===== src/rtl/alu_iter.sv =====
// Iterative ALU: single-cycle logic/arith ops, radix-2 multi-cycle MUL and DIV.
// Define ALU_ITER_DIV_EN to build the restoring divider; otherwise op 9 is illegal.
module alu_iter #(
    parameter int WIDTH = 32
) (
    input  logic             clk,
    input  logic             rst_async,
    input  logic             in_valid,
    output logic             in_ready,
    input  logic [3:0]       op,
    input  logic             is_signed,
    input  logic [WIDTH-1:0] opa,
    input  logic [WIDTH-1:0] opb,
    output logic             out_valid,
    input  logic             out_ready,
    output logic [WIDTH-1:0] out,
    output logic [WIDTH-1:0] out_hi,
    output logic             out_err
);

    localparam int SW = $clog2(WIDTH);
    localparam logic [SW-1:0] LAST = SW'(WIDTH - 1);

    typedef enum logic [1:0] { IDLE, MUL, DIV, FIX } state_t;

    state_t             state;
    state_t             state_nx;
    logic [SW-1:0]      cnt;
    logic [WIDTH-1:0]   acc;
    logic [WIDTH-1:0]   mq;
    logic [WIDTH-1:0]   mcand;
    logic               neg_lo;

    logic               accept;
    logic               go_mul;
    logic               sgn_a;
    logic               sgn_b;
    logic [WIDTH-1:0]   mag_a;
    logic [WIDTH-1:0]   mag_b;
    logic [SW-1:0]      shamt;
    logic [WIDTH-1:0]   alu_lo;
    logic [WIDTH-1:0]   alu_hi;
    logic               alu_err;
    logic [WIDTH:0]     mul_sum;
    logic [2*WIDTH-1:0] prod;

`ifdef ALU_ITER_DIV_EN
    logic               neg_hi;
    logic               is_div;
    logic               go_div;
    logic [WIDTH:0]     div_sh;
    logic [WIDTH-1:0]   div_df;
    logic               div_ge;
    logic [WIDTH-1:0]   quo;
    logic [WIDTH-1:0]   rem;
`endif

    assign in_ready = (state == IDLE) && (!out_valid || out_ready);
    assign accept   = in_valid && in_ready;
    assign go_mul   = accept && (op == 4'd8);
    assign sgn_a    = is_signed && opa[WIDTH-1];
    assign sgn_b    = is_signed && opb[WIDTH-1];
    assign mag_a    = sgn_a ? -opa : opa;
    assign mag_b    = sgn_b ? -opb : opb;
    assign shamt    = opb[SW-1:0];

    // Shift-add: {acc,mq} shifts right one bit per cycle, mq holds multiplier.
    assign mul_sum = {1'b0, acc} + (mq[0] ? {1'b0, mcand} : '0);
    assign prod    = neg_lo ? -{acc, mq} : {acc, mq};

`ifdef ALU_ITER_DIV_EN
    assign go_div = accept && (op == 4'd9) && (opb != '0);
    assign div_sh = {acc, mq[WIDTH-1]};
    assign div_ge = div_sh >= {1'b0, mcand};
    assign div_df = div_sh[WIDTH-1:0] - mcand;
    assign quo    = neg_lo ? -mq : mq;
    assign rem    = neg_hi ? -acc : acc;
`endif

    always_comb begin
        alu_lo  = '0;
        alu_hi  = '0;
        alu_err = 1'b0;
        unique case (op)
            4'd0: alu_lo = opa + opb;
            4'd1: alu_lo = opa - opb;
            4'd2: alu_lo = opa & opb;
            4'd3: alu_lo = opa | opb;
            4'd4: alu_lo = opa ^ opb;
            4'd5: alu_lo = opa << shamt;
            4'd6: alu_lo = opa >> shamt;
            4'd7: alu_lo = $signed(opa) >>> shamt;
`ifdef ALU_ITER_DIV_EN
            4'd9: begin
                alu_lo  = '1;
                alu_hi  = opa;
                alu_err = 1'b1;
            end
`endif
            default: alu_err = 1'b1;
        endcase
    end

    always_comb begin
        state_nx = state;
        unique case (state)
            IDLE: begin
                if (go_mul) state_nx = MUL;
`ifdef ALU_ITER_DIV_EN
                if (go_div) state_nx = DIV;
`endif
            end
            MUL, DIV: if (cnt == LAST) state_nx = FIX;
            FIX:      state_nx = IDLE;
        endcase
    end

    always_ff @(posedge clk or posedge rst_async) begin
        if (rst_async) state <= IDLE;
        else           state <= state_nx;
    end

    always_ff @(posedge clk or posedge rst_async) begin
        if (rst_async) begin
            cnt       <= '0;
            acc       <= '0;
            mq        <= '0;
            mcand     <= '0;
            neg_lo    <= 1'b0;
            out       <= '0;
            out_hi    <= '0;
            out_err   <= 1'b0;
            out_valid <= 1'b0;
`ifdef ALU_ITER_DIV_EN
            neg_hi    <= 1'b0;
            is_div    <= 1'b0;
`endif
        end else begin
            if (out_valid && out_ready) out_valid <= 1'b0;
            unique case (state)
                IDLE: if (accept) begin
                    cnt <= '0;
                    if (go_mul) begin
                        acc    <= '0;
                        mq     <= mag_a;
                        mcand  <= mag_b;
                        neg_lo <= sgn_a ^ sgn_b;
`ifdef ALU_ITER_DIV_EN
                        is_div <= 1'b0;
                    end else if (go_div) begin
                        acc    <= '0;
                        mq     <= mag_a;
                        mcand  <= mag_b;
                        neg_lo <= sgn_a ^ sgn_b;
                        neg_hi <= sgn_a;
                        is_div <= 1'b1;
`endif
                    end else begin
                        out       <= alu_lo;
                        out_hi    <= alu_hi;
                        out_err   <= alu_err;
                        out_valid <= 1'b1;
                    end
                end
                MUL: begin
                    acc <= mul_sum[WIDTH:1];
                    mq  <= {mul_sum[0], mq[WIDTH-1:1]};
                    cnt <= cnt + 1'b1;
                end
                DIV: begin
`ifdef ALU_ITER_DIV_EN
                    acc <= div_ge ? div_df : div_sh[WIDTH-1:0];
                    mq  <= {mq[WIDTH-2:0], div_ge};
                    cnt <= cnt + 1'b1;
`endif
                end
                FIX: begin
                    out_err   <= 1'b0;
                    out_valid <= 1'b1;
`ifdef ALU_ITER_DIV_EN
                    if (is_div) begin
                        out    <= quo;
                        out_hi <= rem;
                    end else begin
                        out    <= prod[WIDTH-1:0];
                        out_hi <= prod[2*WIDTH-1:WIDTH];
                    end
`else
                    out    <= prod[WIDTH-1:0];
                    out_hi <= prod[2*WIDTH-1:WIDTH];
`endif
                end
            endcase
        end
    end

endmodule


===== config.mk =====
export PLATFORM = sky130hd
export DESIGN_NAME = alu_iter
export DESIGN_NICKNAME = d
export VERILOG_FILES = /design/src/rtl/alu_iter.sv
export SDC_FILE = /design/constraint.sdc
export NUM_CORES = 1
export LEC_CHECK = 0
export BUFFER_PORTS_ARGS = -buffer_cell sky130_fd_sc_hd__buf_2
export CORE_MARGIN = 4
export CORE_UTILIZATION = 67
export CTS_BUF_LIST = sky130_fd_sc_hd__clkbuf_4 sky130_fd_sc_hd__clkbuf_8
export DETAILED_ROUTE_END_ITERATION = 7
export PLACE_DENSITY = 0.88
export SKIP_CTS_REPAIR_TIMING = 1
export SYNTH_ARGS = -nofsm -noshare
export SYNTH_HDL_FRONTEND = slang
export SYNTH_SLANG_ARGS = --single-unit

===== constraint.sdc =====
create_clock -name clk -period 11.8 [get_ports clk]
set_clock_uncertainty 0.05 [all_clocks]
set_input_delay 0.59 -clock clk [delete_from_list [all_inputs] [get_ports clk]]
set_output_delay 0.59 -clock clk [all_outputs]
set_load 0.01 [all_outputs]

==> run_results.csv <==
group,metric,value,unit
power_and_ir_drop,p_leak,8.77,nW
global_route,overflow,0,
cts,clockRootBuffer,"clkbuf_8",
timing,min_period,6.09,ns
worst_hold_path,hold_path_class,"in -> async",
detailed_routing,routedWlPerCell,26.9,um
synthesis,syn_avg_cell_area,7.79,sq um
floorplan,rows,60,
power_and_ir_drop,ir_drop,0.133,mV
detailed_routing,routed_wirelength,73.4,mm
synthesis,ys_ff_latch,170,
timing,tightest_slew,1.41,ns
synthesis,syn_nets,2570,
cts,cts_inserted_buffers,17,
timing,slew_headroom,3.49,%
detailed_routing,via_per_inst,7.28,
finish,final_util,72.5,%
synthesis,synth-edff-count,0,
timing,setup_viol,0,
timing,finalHoldViolCount,0,
cts,cts_tree,"yes",
timing,fin_crit_sh,51.6,%
timing,fmax,164,MHz
timing,finalSetupTns,0,ns
cts,cts_sinks,170,
synthesis,syn_area,18400,sq um
synthesis,synthCells,2358,
worst_setup_path,cp_data_required_time,12.17,ns
power_and_ir_drop,power_density,159,nW/um^2
place,dp_hpwl,55.0,mm
synthesis,yosysWarningCount,0,
job,drv_cap,0,
synthesis,ys_seq_area_share,23.2,%
timing,final_max_slew_viol_count,0,
place,gp_congestion,1.18,
finish,final_common_cell,"nand2_1",
place,port_buffers,139,
synthesis,synth-main-ff-cell,"dfrtp_1",
finish,drive_gt1_share,12.3,%
finish,area_growth,6.27,%
global_route,grt_pass1_wl,111,mm
detailed_routing,route.detailed.drc,0,
detailed_routing,num_vias,19900,
timing,rsz0062_at_grt,"no",
global_route,antenna_found_initial,2,
detailed_routing,postRouteAntennaNets,0,
finish,nNetsFinal,2589,
place,dpl_cell_area,19100,sq um
global_route,grt_use_total,47.3,%
finish,seqCellArea,4260,sq um
global_route,grt_max_degree,97,
finish,final_cell_mix,"304 x nand2_1, 242 x o21ai_0, 199 x nor2_1",
finish,final_area,19500,sq um
worst_setup_path,crit_type,"in -> reg",
cts,cts.reportedPaths.clkPinSlew,0.14,ns
cts,htreeDepth,4,
cts,clk_latency,0.50,ns
finish,multi_input_area,13200,sq um
worst_setup_path,arrival,6.46,ns
outcome,outcome,"finished, final reports clean",
floorplan,core,27000,sq um
worst_setup_path,endpoint_kind,"register",
floorplan,die_width,174,um
worst_setup_path,start_kind,"primary input",
synthesis,synthDistinctLibCells,81,
synthesis,async_flop_share,100,%
floorplan,io_pins,140,
cts,clockBufferDepth,2,
floorplan,start_util,68.2,%
detailed_routing,drtIter0Drc,3443,
worst_setup_path,path_max_fanout,46,
finish,antenna_cells,0,
global_route,grt_pass1_vias,18300,
finish,n_fill_cell,2202,
detailed_routing,first_pass_iters,8,
floorplan,die-area,30100,sq um
floorplan,die_h,174,um
==> layout make-up <==
| cell class | instances | share of cell area [%] |
|---|---|---|
| Clock inverter | 15 | 0.852 |
| Multi-Input combinational cell | 1933 | 67.6 |
| Clock buffer | 17 | 1.20 |
| Timing Repair Buffer | 165 | 4.57 |
| Tap cell | 341 | 2.18 |
| Sequential cell | 170 | 21.8 |
| Inverter | 90 | 1.76 |
==> metrics by stage <==
stage                     power [W]  hold slack, ns  instances  setup WS (ns)
after CTS                   0.00302           0.190       2731           5.86
after detailed placement    0.00257           0.402       2699           5.38
after global placement      0.00250           0.395       2699           5.48
final                       0.00310           0.147       2731           5.71
after global routing        0.00327           0.214       2731           5.41
after floorplan             0.00206           0.392       2358           5.54
==> critical path, stage by stage <==
cell and delay, ns:
buf_4 0.29, inv_2 0.31, ha_1 0.30, or4b_2 0.69
or4b_2 0.70, nor3_1 0.42, nand3_1 0.20, nor3_2 0.33
nand3_1 0.20, nor4b_1 0.46, nor2_1 0.10, xnor2_1 0.16
ha_1 0.35, a21oi_1 0.37, a21oi_1 0.11, nor2_1 0.18
nand3_1 0.10, o21ai_0 0.08, a21oi_1 0.09, a31o_2 0.25
a21oi_1 0.13
==> report_power, final <==
group          internal [W]  switching (W)  leakage [nW]  total (W)
logic              0.000608       0.000997          6.35    0.00160
registers          0.000782       0.000257          2.22    0.00104
clock network      0.000162       0.000290         0.201   0.000452
total               0.00155        0.00154          8.77    0.00310
==> path summary, 6_finish.rpt <==
path | slack [ns] | end | depth (start not counted) | startpoint
hold reg to reg | 0.43 | out[19] | 2 | out[19]
min in group clk | 0.39 | mcand[31] | 3 | opb[31]
setup / recovery | 5.71 | out[30] | 21 | opb[1]
hold / removal | 0.15 | cnt[1] | 2 | rst_async
setup reg to reg | 7.30 | acc[29] | 14 | mq[0]
max in group asynchronous | 9.82 | out[31] | 4 | rst_async
==> state kept, by name (all words and copies together) (netlist names) <==
signal,cells
acc,32
cnt,5
mcand,32
mq,32
neg_lo,1
out,32
out_err,1
out_hi,32
out_valid,1
state,2
==> cell usage after synthesis, drive strengths merged (22+ instances only) <==
library cell | number | area [sq um]
nand2 | 306 | 1150
nor3 | 35 | 185
dfrtp | 170 | 4250
inv | 89 | 334
mux2i | 54 | 541
o211ai | 22 | 165
clkbuf | 136 | 510
o21ai | 243 | 1220
nor2 | 200 | 751
and2 | 46 | 288
a21o | 29 | 218
o31ai | 45 | 338
xor2 | 53 | 464
or3 | 35 | 235
a221oi | 32 | 280
a22o | 31 | 273
a21oi | 180 | 901
xnor2 | 131 | 1150
mux4 | 39 | 878
nand3 | 41 | 205
ha | 137 | 1710
a211oi | 34 | 255
buf | 29 | 118
==> cell families after synthesis <==
| family | share of synthesized area [%] |
|---|---|
| AO/OA/AOI/OAI | 26.2 |
| XOR/XNOR | 8.77 |
| adder cells (fa/ha/maj) | 9.55 |
| buffers and inverters | 5.26 |
| flip-flops | 23.2 |
| multiplexers | 8.46 |
| AND/OR/NAND/NOR | 18.6 |
==> layer usage <==
layer  vias up  share of wire (%)  wire length (um)  GRT usage (%)
met5         -                  0                 0              0
met2      1601                 41             30100           70.4
met4         0                7.6              5600           24.7
met3       394                 15             10900           14.3
met1      9310                 36             26700           62.3
li1       8585                  -                 -              -
Note: power is estimated with default switching activity, not from simulation.
